`src/rtl/adjust_curve_if.sv`:
```
// Request/acknowledge pixel handshake used on both sides of adjust_curve.
// Ports (signals):
//   req   - request, driven by the master side
//   ack   - one-cycle acknowledge, driven by the slave side; pixel valid
//   pixel - WIDTH-bit pixel level, driven by the slave side
interface adjust_curve_if #(
    parameter int unsigned WIDTH = 8
);
    logic             req;
    logic             ack;
    logic [WIDTH-1:0] pixel;

    modport master (output req, input ack, input pixel);
    modport slave  (input req, output ack, output pixel);
endinterface

```
`src/rtl/adjust_curve.sv`:
```
// Piecewise-linear tone curve for one pixel channel. Maps an input level
// through NKNOT programmable knots plus fixed endpoints (0,0) and (MAX,MAX),
// interpolating with a restoring divider (one quotient bit per cycle).
// Ports:
//   clk, xrst       - clock, synchronous active-high reset
//   rcv (master)    - upstream pixel fetch: req out, ack/pixel in
//   snd (slave)     - downstream delivery: req in, ack/pixel out (registered)
//   knot_x, knot_y  - knot k at [k*WIDTH +: WIDTH]
//   cfg_load        - request to copy knot_x/knot_y into shadow registers
module adjust_curve #(
    parameter int unsigned WIDTH = 8,
    parameter int unsigned NKNOT = 2
) (
    input  logic                   clk,
    input  logic                   xrst,
    adjust_curve_if.master         rcv,
    adjust_curve_if.slave          snd,
    input  logic [NKNOT*WIDTH-1:0] knot_x,
    input  logic [NKNOT*WIDTH-1:0] knot_y,
    input  logic                   cfg_load
);
    localparam int unsigned CNT_MAX = (NKNOT > WIDTH) ? NKNOT : WIDTH;
    localparam int unsigned CNT_W   = $clog2(CNT_MAX + 1);
    localparam int unsigned SEL_W   = $clog2(NKNOT + 1);
    localparam logic [WIDTH-1:0] MAXV = '1;

    typedef enum logic [2:0] {
        S_IDLE,
        S_REQ,
        S_SCAN,
        S_MUL,
        S_DIV,
        S_ACK
    } state_t;

    // Evenly spaced knots on the diagonal: identity mapping.
    function automatic logic [WIDTH-1:0] knot_default(input int unsigned k);
        return WIDTH'((64'(k) + 64'd1) * 64'(MAXV) / 64'(NKNOT + 1));
    endfunction

    state_t             state_q;
    logic               rcv_req_q;
    logic               snd_ack_q;
    logic               pend_q;
    logic               found_q;
    logic               byp_q;
    logic [WIDTH-1:0]   pixel_out_q;
    logic [WIDTH-1:0]   v_q;
    logic [WIDTH-1:0]   div_q;
    logic [WIDTH-1:0]   base_q;
    logic [WIDTH-1:0]   byp_val_q;
    logic [WIDTH-1:0]   kx_q [NKNOT];
    logic [WIDTH-1:0]   ky_q [NKNOT];
    logic [CNT_W-1:0]   cnt_q;
    logic [SEL_W-1:0]   sel_q;
    logic [2*WIDTH-1:0] acc_q;

    logic [WIDTH-1:0]   scan_x_c;
    logic [WIDTH-1:0]   x0_c;
    logic [WIDTH-1:0]   y0_c;
    logic [WIDTH-1:0]   x1_c;
    logic [WIDTH-1:0]   y1_c;
    logic [2*WIDTH-1:0] prod_c;
    logic [WIDTH:0]     trial_c;
    logic [WIDTH:0]     sum_c;
    logic [2*WIDTH-1:0] acc_d;
    logic [WIDTH-1:0]   res_d;

    // Point lookup: scan_x_c is the upper x of segment cnt_q, x0/x1/y0/y1
    // are the endpoints of the selected segment sel_q.
    always_comb begin : point_mux
        scan_x_c = MAXV;
        x0_c     = '0;
        y0_c     = '0;
        x1_c     = MAXV;
        y1_c     = MAXV;
        for (int unsigned k = 0; k < NKNOT; k++) begin
            if (cnt_q == CNT_W'(k)) scan_x_c = kx_q[k];
            if (sel_q == SEL_W'(k + 1)) begin
                x0_c = kx_q[k];
                y0_c = ky_q[k];
            end
            if (sel_q == SEL_W'(k)) begin
                x1_c = kx_q[k];
                y1_c = ky_q[k];
            end
        end
        prod_c = (2*WIDTH)'(v_q - x0_c) * (2*WIDTH)'(y1_c - y0_c);
    end

    // One restoring-division step. Upper half of acc is the partial
    // remainder, lower half shifts in quotient bits MSB first.
    always_comb begin : div_step
        trial_c = acc_q[2*WIDTH-1:WIDTH-1];
        if (trial_c >= {1'b0, div_q}) begin
            acc_d = {trial_c[WIDTH-1:0] - div_q, acc_q[WIDTH-2:0], 1'b1};
        end else begin
            acc_d = {trial_c[WIDTH-1:0], acc_q[WIDTH-2:0], 1'b0};
        end
        sum_c = {1'b0, base_q} + {1'b0, acc_d[WIDTH-1:0]};
        res_d = sum_c[WIDTH] ? MAXV : sum_c[WIDTH-1:0];
    end

    // Control FSM, shadow knots and datapath registers.
    always_ff @(posedge clk) begin
        if (xrst) begin
            state_q     <= S_IDLE;
            rcv_req_q   <= 1'b0;
            snd_ack_q   <= 1'b0;
            pend_q      <= 1'b0;
            found_q     <= 1'b0;
            byp_q       <= 1'b0;
            pixel_out_q <= '0;
            v_q         <= '0;
            div_q       <= '0;
            base_q      <= '0;
            byp_val_q   <= '0;
            cnt_q       <= '0;
            sel_q       <= '0;
            acc_q       <= '0;
            for (int unsigned k = 0; k < NKNOT; k++) begin
                kx_q[k] <= knot_default(k);
                ky_q[k] <= knot_default(k);
            end
        end else begin
            pend_q <= pend_q | cfg_load;
            case (state_q)
                S_IDLE: begin
                    // Knots only change between pixels.
                    if (pend_q) begin
                        pend_q <= 1'b0;
                        for (int unsigned k = 0; k < NKNOT; k++) begin
                            kx_q[k] <= knot_x[k*WIDTH +: WIDTH];
                            ky_q[k] <= knot_y[k*WIDTH +: WIDTH];
                        end
                    end
                    if (snd.req) begin
                        state_q   <= S_REQ;
                        rcv_req_q <= 1'b1;
                    end
                end
                S_REQ: begin
                    if (rcv.ack) begin
                        v_q       <= rcv.pixel;
                        rcv_req_q <= 1'b0;
                        cnt_q     <= '0;
                        sel_q     <= SEL_W'(NKNOT);
                        found_q   <= 1'b0;
                        state_q   <= S_SCAN;
                    end
                end
                S_SCAN: begin
                    // First segment whose upper x covers v wins.
                    if (!found_q && (v_q <= scan_x_c)) begin
                        found_q <= 1'b1;
                        sel_q   <= SEL_W'(cnt_q);
                    end
                    if (cnt_q == CNT_W'(NKNOT)) begin
                        cnt_q   <= '0;
                        state_q <= S_MUL;
                    end else begin
                        cnt_q <= cnt_q + CNT_W'(1);
                    end
                end
                S_MUL: begin
                    acc_q  <= prod_c;
                    div_q  <= x1_c - x0_c;
                    base_q <= y0_c;
                    // Vertical or misconfigured segments skip the quotient.
                    if (x1_c == x0_c) begin
                        byp_q     <= 1'b1;
                        byp_val_q <= y1_c;
                    end else if ((y1_c < y0_c) || (v_q < x0_c)) begin
                        byp_q     <= 1'b1;
                        byp_val_q <= y0_c;
                    end else begin
                        byp_q     <= 1'b0;
                        byp_val_q <= y0_c;
                    end
                    cnt_q   <= '0;
                    state_q <= S_DIV;
                end
                S_DIV: begin
                    acc_q <= acc_d;
                    if (cnt_q == CNT_W'(WIDTH - 1)) begin
                        cnt_q       <= '0;
                        pixel_out_q <= byp_q ? byp_val_q : res_d;
                        snd_ack_q   <= 1'b1;
                        state_q     <= S_ACK;
                    end else begin
                        cnt_q <= cnt_q + CNT_W'(1);
                    end
                end
                S_ACK: begin
                    snd_ack_q <= 1'b0;
                    state_q   <= S_IDLE;
                end
                default: begin
                    state_q <= S_IDLE;
                end
            endcase
        end
    end

    assign rcv.req   = rcv_req_q;
    assign snd.ack   = snd_ack_q;
    assign snd.pixel = pixel_out_q;
endmodule

```
`src/flat_wrapper.sv`:
```
// flat-port wrapper written by rule: the top's interface ports become plain ports
module adjust_curve_flat 
#(
    parameter int unsigned WIDTH = 8,
    parameter int unsigned NKNOT = 2
)
  (clk, xrst, knot_x, knot_y, cfg_load, rcv_req, rcv_ack, rcv_pixel, snd_req, snd_ack, snd_pixel);
  adjust_curve_if #(.WIDTH(WIDTH)) rcv_i ();
  adjust_curve_if #(.WIDTH(WIDTH)) snd_i ();
  input  logic clk;
  input  logic xrst;
  input  logic [NKNOT*WIDTH-1:0] knot_x;
  input  logic [NKNOT*WIDTH-1:0] knot_y;
  input  logic cfg_load;
  output wire logic [$bits(rcv_i.req)-1:0] rcv_req;
  input wire logic [$bits(rcv_i.ack)-1:0] rcv_ack;
  input wire logic [$bits(rcv_i.pixel)-1:0] rcv_pixel;
  input wire logic [$bits(snd_i.req)-1:0] snd_req;
  output wire logic [$bits(snd_i.ack)-1:0] snd_ack;
  output wire logic [$bits(snd_i.pixel)-1:0] snd_pixel;
  assign rcv_req = rcv_i.req;
  assign rcv_i.ack = rcv_ack;
  assign rcv_i.pixel = rcv_pixel;
  assign snd_i.req = snd_req;
  assign snd_ack = snd_i.ack;
  assign snd_pixel = snd_i.pixel;
  adjust_curve #(.WIDTH(WIDTH), .NKNOT(NKNOT)) u_core (.clk(clk), .xrst(xrst), .rcv(rcv_i), .snd(snd_i), .knot_x(knot_x), .knot_y(knot_y), .cfg_load(cfg_load));
endmodule
```
`config.mk`:
```
export PLATFORM = sky130hd
export DESIGN_NAME = adjust_curve_flat
export DESIGN_NICKNAME = d
export VERILOG_FILES = /design/src/rtl/adjust_curve_if.sv /design/src/rtl/adjust_curve.sv /design/src/flat_wrapper.sv
export SDC_FILE = /design/constraint.sdc
export NUM_CORES = 1
export LEC_CHECK = 0
export BUFFER_PORTS_ARGS = -buffer_cell sky130_fd_sc_hd__clkbuf_2
export CAP_MARGIN = 5
export CORE_ASPECT_RATIO = 1.4
export CORE_MARGIN = 5
export CORE_UTILIZATION = 40
export CTS_BUF_LIST = sky130_fd_sc_hd__clkbuf_2
export CTS_CLUSTER_DIAMETER = 200
export DETAILED_ROUTE_END_ITERATION = 6
export GPL_TIMING_DRIVEN = 1
export PLACE_DENSITY = 0.61
export SLEW_MARGIN = 30
export SYNTH_ARGS = -nofsm -noshare
export SYNTH_HDL_FRONTEND = slang
export SYNTH_SLANG_ARGS = --single-unit
```
`constraint.sdc`:
```
create_clock -name clk -period 21 [get_ports clk]
set_input_delay 3.15 -clock clk [delete_from_list [all_inputs] [get_ports clk]]
set_output_delay 3.15 -clock clk [all_outputs]
set_load 0.01 [all_outputs]
```
==> results.json, run 1 <==
{
  "status": "completed",
  "synthesis.area_sq_um": 10100,
  "critPathTopFamily": "adder cells",
  "slew_viol_final": 0,
  "tns_ns": 0,
  "crit_path_end_kind": "register",
  "reg2reg_depth": 30,
  "cp_slowest_cell": "dfxtp_1",
  "worstSetupPathType": "reg -> reg",
  "netlist_top_cells_area": "fa_1 16%, dfxtp_1 14%, ha_1 12%",
  "clk_latency_ns": 0.70,
  "track_usage_pct": 19.0,
  "synth_top_area_share_pct": 15.9,
  "yosys.area.top_type": "fa_1",
  "maxCapViolations": 0,
  "critPathMaxStageDelay_ns": 0.98,
  "cts_tree": "built",
  "rsz0062_at_grt": "false",
  "grt_pass1_vias": 8381,
  "synth-main-ff-cell": "dfxtp_1",
  "fin_crit_sh_pct": 42.4,
  "io_buffers": 54,
  "synth-async-reset-ratio_pct": 0,
  "hold_buffers": 0,
  "dpl.hpwl_um": 21100,
  "num-fill-cells": 2478,
  "yosysSeqAreaShare_pct": 23.4,
  "synth_commonest_cells": "174 x inv_1, 140 x nor2_1, 106 x nand2_1",
  "cp-start-kind": "register",
  "worstPathMaxFanout": 27,
  "htree_levels": 3,
  "start_util_pct": 40.7,
  "drc": 0,
  "avgSynthCellArea_sq_um": 8.36,
  "required_ns": 21.66,
  "drive_gt1_share_pct": 9.22,
  "io_pins": 55,
  "firstDrtPassIters": 7,
  "area_growth_pct": 6.51,
  "instances_no_fill": 1552,
  "dp_cells": 1535,
  "regArea_sq_um": 2360,
  "min_path_type": "reg -> reg",
  "grt_pass1_wl_um": 42700,
  "routed_wl_um": 25800,
  "core-area_sq_um": 24800,
  "wire_per_inst_um": 16.6,
  "core.rowCount": 68,
  "cts_made_buffers": 9,
  "netlist_instances": 1206,
  "die_height_um": 198,
  "yosys_warnings": 0,
  "syn-num-nets": 1427,
  "vias": 8215,
  "root_buffer": "clkbuf_2",
  "clk_pin_slew_ns": 0.37,
  "grt_max_degree": 72,
  "cts.path.max_buffers": 2,
  "layout_min_cycle_time_ns": 8.91,
  "path_buf_inv": 7,
  "fin_nets": 1452,
  "overflow": 0,
  "whs_path_depth": 2,
  "globalplace.congestion": 0.898,
  "drt_iter0_drc": 331,
  "grt_antenna_before_repair": 1,
  "hold_viol": 0,
  "placed_cell_area_sq_um": 10600,
  "ctsResizeCount": 0,
  "die_area_sq_um": 28500,
  "tightestPinTransition_ns": 0.981,
  "design_area_sq_um": 10700,
  "max_freq_mhz": 112,
  "multi_input_area_sq_um": 6880,
  "via_per_inst": 5.29,
  "synth.distinct_cells": 68,
  "synth_edf_count": 32,
  "fp.dieW_um": 144,
  "cp.depth": 30,
  "clock-sinks": 102,
  "clock_skew_ns": 0.0797,
  "worstPathArrival_ns": 9.58,
  "crit_top_cell": "inv_1",
  "ys_seq_elements": 102,
  "synth_most_common_cell": "inv_1",
  "cts_setup_buffers": 0,
  "slew_headroom_pct": 34.1,
  "final-setup-viol-count": 0,
  "ant_nets": 0
}
## flip-flops by register name, indices dropped and copies added (netlist names), 2 cells and up
register	cells
u_core.kx_q	16
u_core.v_q	8
u_core.acc_q	16
u_core.snd.pixel	8
u_core.ky_q	16
u_core.byp_val_q	8
u_core.div_q	8
u_core.cnt_q	4
u_core.sel_q	2
u_core.base_q	8
u_core.state_q	3
## worst register-to-register path, delay by kind of cell, from the launching register on
kind	cells	cell delay [ns]
adder cells (fa/ha/maj)	11	4.38
AO/OA/AOI/OAI	6	1.58
AND/OR/NAND/NOR	5	1.50
flip-flops	1	0.98
buffers and inverters	7	0.37
XOR/XNOR	1	0.13
## layout by cell type, fill, tap and decap left out, types with 7 or more instances in the layout
cell type / n
o21ai_0: 24
nand2_1: 106
xor2_1: 13
o221ai_1: 8
a22oi_1: 21
nor3_1: 13
xnor2_1: 42
nor2b_1: 19
ha_1: 96
a211oi_1: 24
and3_1: 7
dfxtp_1: 70
nor2_1: 140
nand3_1: 18
or2_2: 24
edfxtp_1: 32
nand2b_1: 31
a21o_1: 16
fa_1: 80
a21oi_1: 88
and2_1: 20
clkbuf_2: 63
inv_1: 174
## per-layer routing
| layer | GRT usage (%) | vias to the layer above | wire length [um] | part of all wire, % |
|---|---|---|---|---|
| li1 | - | 4042 | - | - |
| met1 | 21.5 | 3935 | 9920 | 38 |
| met2 | 35.5 | 177 | 14000 | 54 |
| met3 | 2.37 | 61 | 825 | 3.2 |
| met4 | 7.92 | 0 | 1050 | 4.1 |
| met5 | 0 | - | 0 | 0 |
## worst paths after layout
path / startpoint / end / slack [ns]
setup / recovery: u_core.sel_q[1] / u_core.acc_q[13] / 12.09
hold / removal: u_core.byp_val_q[1] / u_core.byp_val_q[1] / 0.47
setup reg to reg: u_core.sel_q[1] / u_core.acc_q[13] / 12.09
hold reg to reg: u_core.byp_val_q[1] / u_core.byp_val_q[1] / 0.47
## through the flow
step / setup slack, ns / hold WS (ns) / utilization (%)
floorplan: 13.22 / 0.430 / -
global placement: 12.01 / 0.439 / 42.8
detailed placement: 11.85 / 0.443 / 42.9
CTS: 11.90 / 0.468 / 43.4
global route: 11.41 / 0.480 / 43.4
finish: 12.09 / 0.469 / 43.4
## area by class of cell
cell class | count | area share (%)
inverter | 176 | 6.15
timing repair buffer | 60 | 2.94
clock buffer | 9 | 0.419
clock inverter | 7 | 0.722
sequential | 102 | 22.0
tap | 315 | 3.67
multi-input combinational | 882 | 64.1
antenna | 1 | 0.0233
## kinds of logic after synthesis
logic type,synth area share (%)
muxes,0.707
xor gates and xnor gates,5.25
AOI/OAI and AO/OA,15.1
adders and majority gates,28.0
buffers and inverters,8.44
DFF,23.4
and+or+nand+nor,19.1
Power of run 1 is not shown: default switching activity piles up to over one toggle a cycle in this logic, so the estimate is an artifact.
==> run 2, diff against run 1 <==
--- a/config.mk
+++ b/config.mk
@@ -14,7 +14,7 @@
 export CTS_CLUSTER_DIAMETER = 200
 export DETAILED_ROUTE_END_ITERATION = 6
 export GPL_TIMING_DRIVEN = 1
-export PLACE_DENSITY = 0.61
+export PLACE_DENSITY = 0.63
 export SLEW_MARGIN = 30
 export SYNTH_ARGS = -nofsm -noshare
 export SYNTH_HDL_FRONTEND = slang
==> constraint.sdc (replaced) <==
create_clock -name clk -period 7.5 [get_ports clk]
set_input_delay 1.125 -clock clk [delete_from_list [all_inputs] [get_ports clk]]
set_output_delay 1.125 -clock clk [all_outputs]
set_load 0.01 [all_outputs]
==> run 2 against run 1 <==
Utilization grew 3.5 points. Non-clock buffer count grew 68. Highest routed layer unchanged. Design area grew 8.1%.
==> results.json, run 2 (synthesized netlist as in run 1, its figures left out) <==
{
  "maxCapViolations": 0,
  "worstPathMaxFanout": 32,
  "design_area_sq_um": 11600,
  "clock-sinks": 102,
  "overflow": 0,
  "vias": 8423,
  "max_freq_mhz": 139,
  "ant_nets": 0,
  "hold_viol": 0,
  "root_buffer": "clkbuf_2",
  "clk_latency_ns": 0.72,
  "htree_levels": 3,
  "critPathMaxStageDelay_ns": 0.52,
  "status": "completed",
  "cp-start-kind": "register",
  "worstPathArrival_ns": 7.83,
  "r2r_slack_ns": 0.30,
  "die_height_um": 198,
  "hold_slack_ns": 0.470,
  "cts_tree": "built",
  "dpl.hpwl_um": 21500,
  "fin_crit_sh_pct": 96.0,
  "required_ns": 8.13,
  "firstDrtPassIters": 5,
  "die_area_sq_um": 28500,
  "hold_end": "u_core.byp_val_q[4]",
  "crit_path_end_kind": "register",
  "clock_skew_ns": 0.0840,
  "layout_commonest_cell": "inv_1",
  "slew_headroom_pct": 40.0,
  "reg2reg_to": "u_core.acc_q[11]",
  "largest_registers": "u_core.acc_q x16, u_core.kx_q x16, u_core.ky_q x16",
  "grt_pass1_wl_um": 42400,
  "fin_util_pct": 46.9,
  "track_usage_pct": 18.9,
  "core-area_sq_um": 24800,
  "grt_max_degree": 72,
  "fp.dieW_um": 144,
  "tightestPinTransition_ns": 0.901,
  "grt_pass1_vias": 8410,
  "placed_cell_area_sq_um": 11100,
  "crit_top_cell": "inv_1",
  "worstSetupPathType": "reg -> reg",
  "drive_gt1_share_pct": 18.5,
  "cp_slowest_cell": "fa_1",
  "routed_wl_um": 26500,
  "io_pins": 55,
  "clk_pin_slew_ns": 0.32,
  "slew_viol_final": 0,
  "hold_buffers": 0,
  "min_path_type": "reg -> reg",
  "final-setup-viol-count": 0,
  "cts.path.max_buffers": 2,
  "fin_nets": 1520,
  "r2r-start": "u_core.sel_q[0]",
  "layout_common_cells": "168 x inv_1, 132 x nor2_1, 104 x nand2_1",
  "drc": 0,
  "area_growth_pct": 15.1,
  "cts_made_buffers": 9,
  "grt_antenna_before_repair": 1,
  "hold_start": "u_core.byp_val_q[4]",
  "layout_min_cycle_time_ns": 7.20,
  "globalplace.congestion": 0.958,
  "drt_iter0_drc": 373,
  "whs_path_depth": 2,
  "wire_per_inst_um": 16.3,
  "start_util_pct": 40.7,
  "core.rowCount": 68,
  "reg2reg_depth": 32,
  "io_buffers": 54,
  "via_per_inst": 5.20
}
-- run 2: critical path, delay by kind of cell, from the launching register on --
family | cells | cell delay (ns)
AO/OA/AOI/OAI | 5 | 0.93
XOR/XNOR | 1 | 0.13
adder cells (fa/ha/maj) | 10 | 3.54
buffers and inverters | 10 | 1.02
flip-flops | 1 | 0.45
AND/OR/NAND/NOR | 6 | 1.13
-- run 2: worst max-delay path by stage --
stage | end | start | cells past startpoint
floorplan | u_core.acc_q[13] | u_core.sel_q[1] | 33
global placement | u_core.acc_q[15] | u_core.sel_q[0] | 32
detailed placement | u_core.acc_q[15] | u_core.sel_q[1] | 34
CTS | u_core.acc_q[15] | u_core.sel_q[1] | 34
global route | u_core.acc_q[13] | u_core.sel_q[1] | 33
finish | u_core.acc_q[11] | u_core.sel_q[0] | 32
-- run 2: what timing repair did --
item / CTS / global route
resized for setup: 3 / 78
setup buffers: 0 / 13
pin swaps: 0 / 40
setup endpoints to repair: 2 / 6
-- run 2: area by class of cell --
| type | count | area, sq um |
|---|---|---|
| Sequential cell | 102 | 2370 |
| Clock buffer | 10 | 50.0 |
| Fill cell | 2421 | 13200 |
| Antenna cell | 1 | 2.50 |
| Inverter | 176 | 664 |
| Clock inverter | 6 | 51.3 |
| Timing Repair Buffer | 128 | 850 |
| Multi-Input combinational cell | 882 | 7220 |
| Tap cell | 315 | 394 |
-- run 2: layer usage --
metal,share of wire [%],vias to the layer above,track usage [%]
met1,37,4016,20.2
met3,2.6,64,2.34
met4,5.0,0,9.33
met2,55,172,35.9
met5,0,-,0
li1,-,4171,-
-- run 2: stage by stage --
stage | setup WS [ns] | TNS, ns | std cells
floorplan | -0.00717 | -0.0125 | 1206
global placement | 0.0368 | 0 | 1590
detailed placement | -0.158 | -0.291 | 1590
CTS | 0.0227 | 0 | 1606
global route | -0.0279 | -0.0422 | 1620
finish | 0.299 | 0 | 1620
Power of run 2 is left out for the same reason.
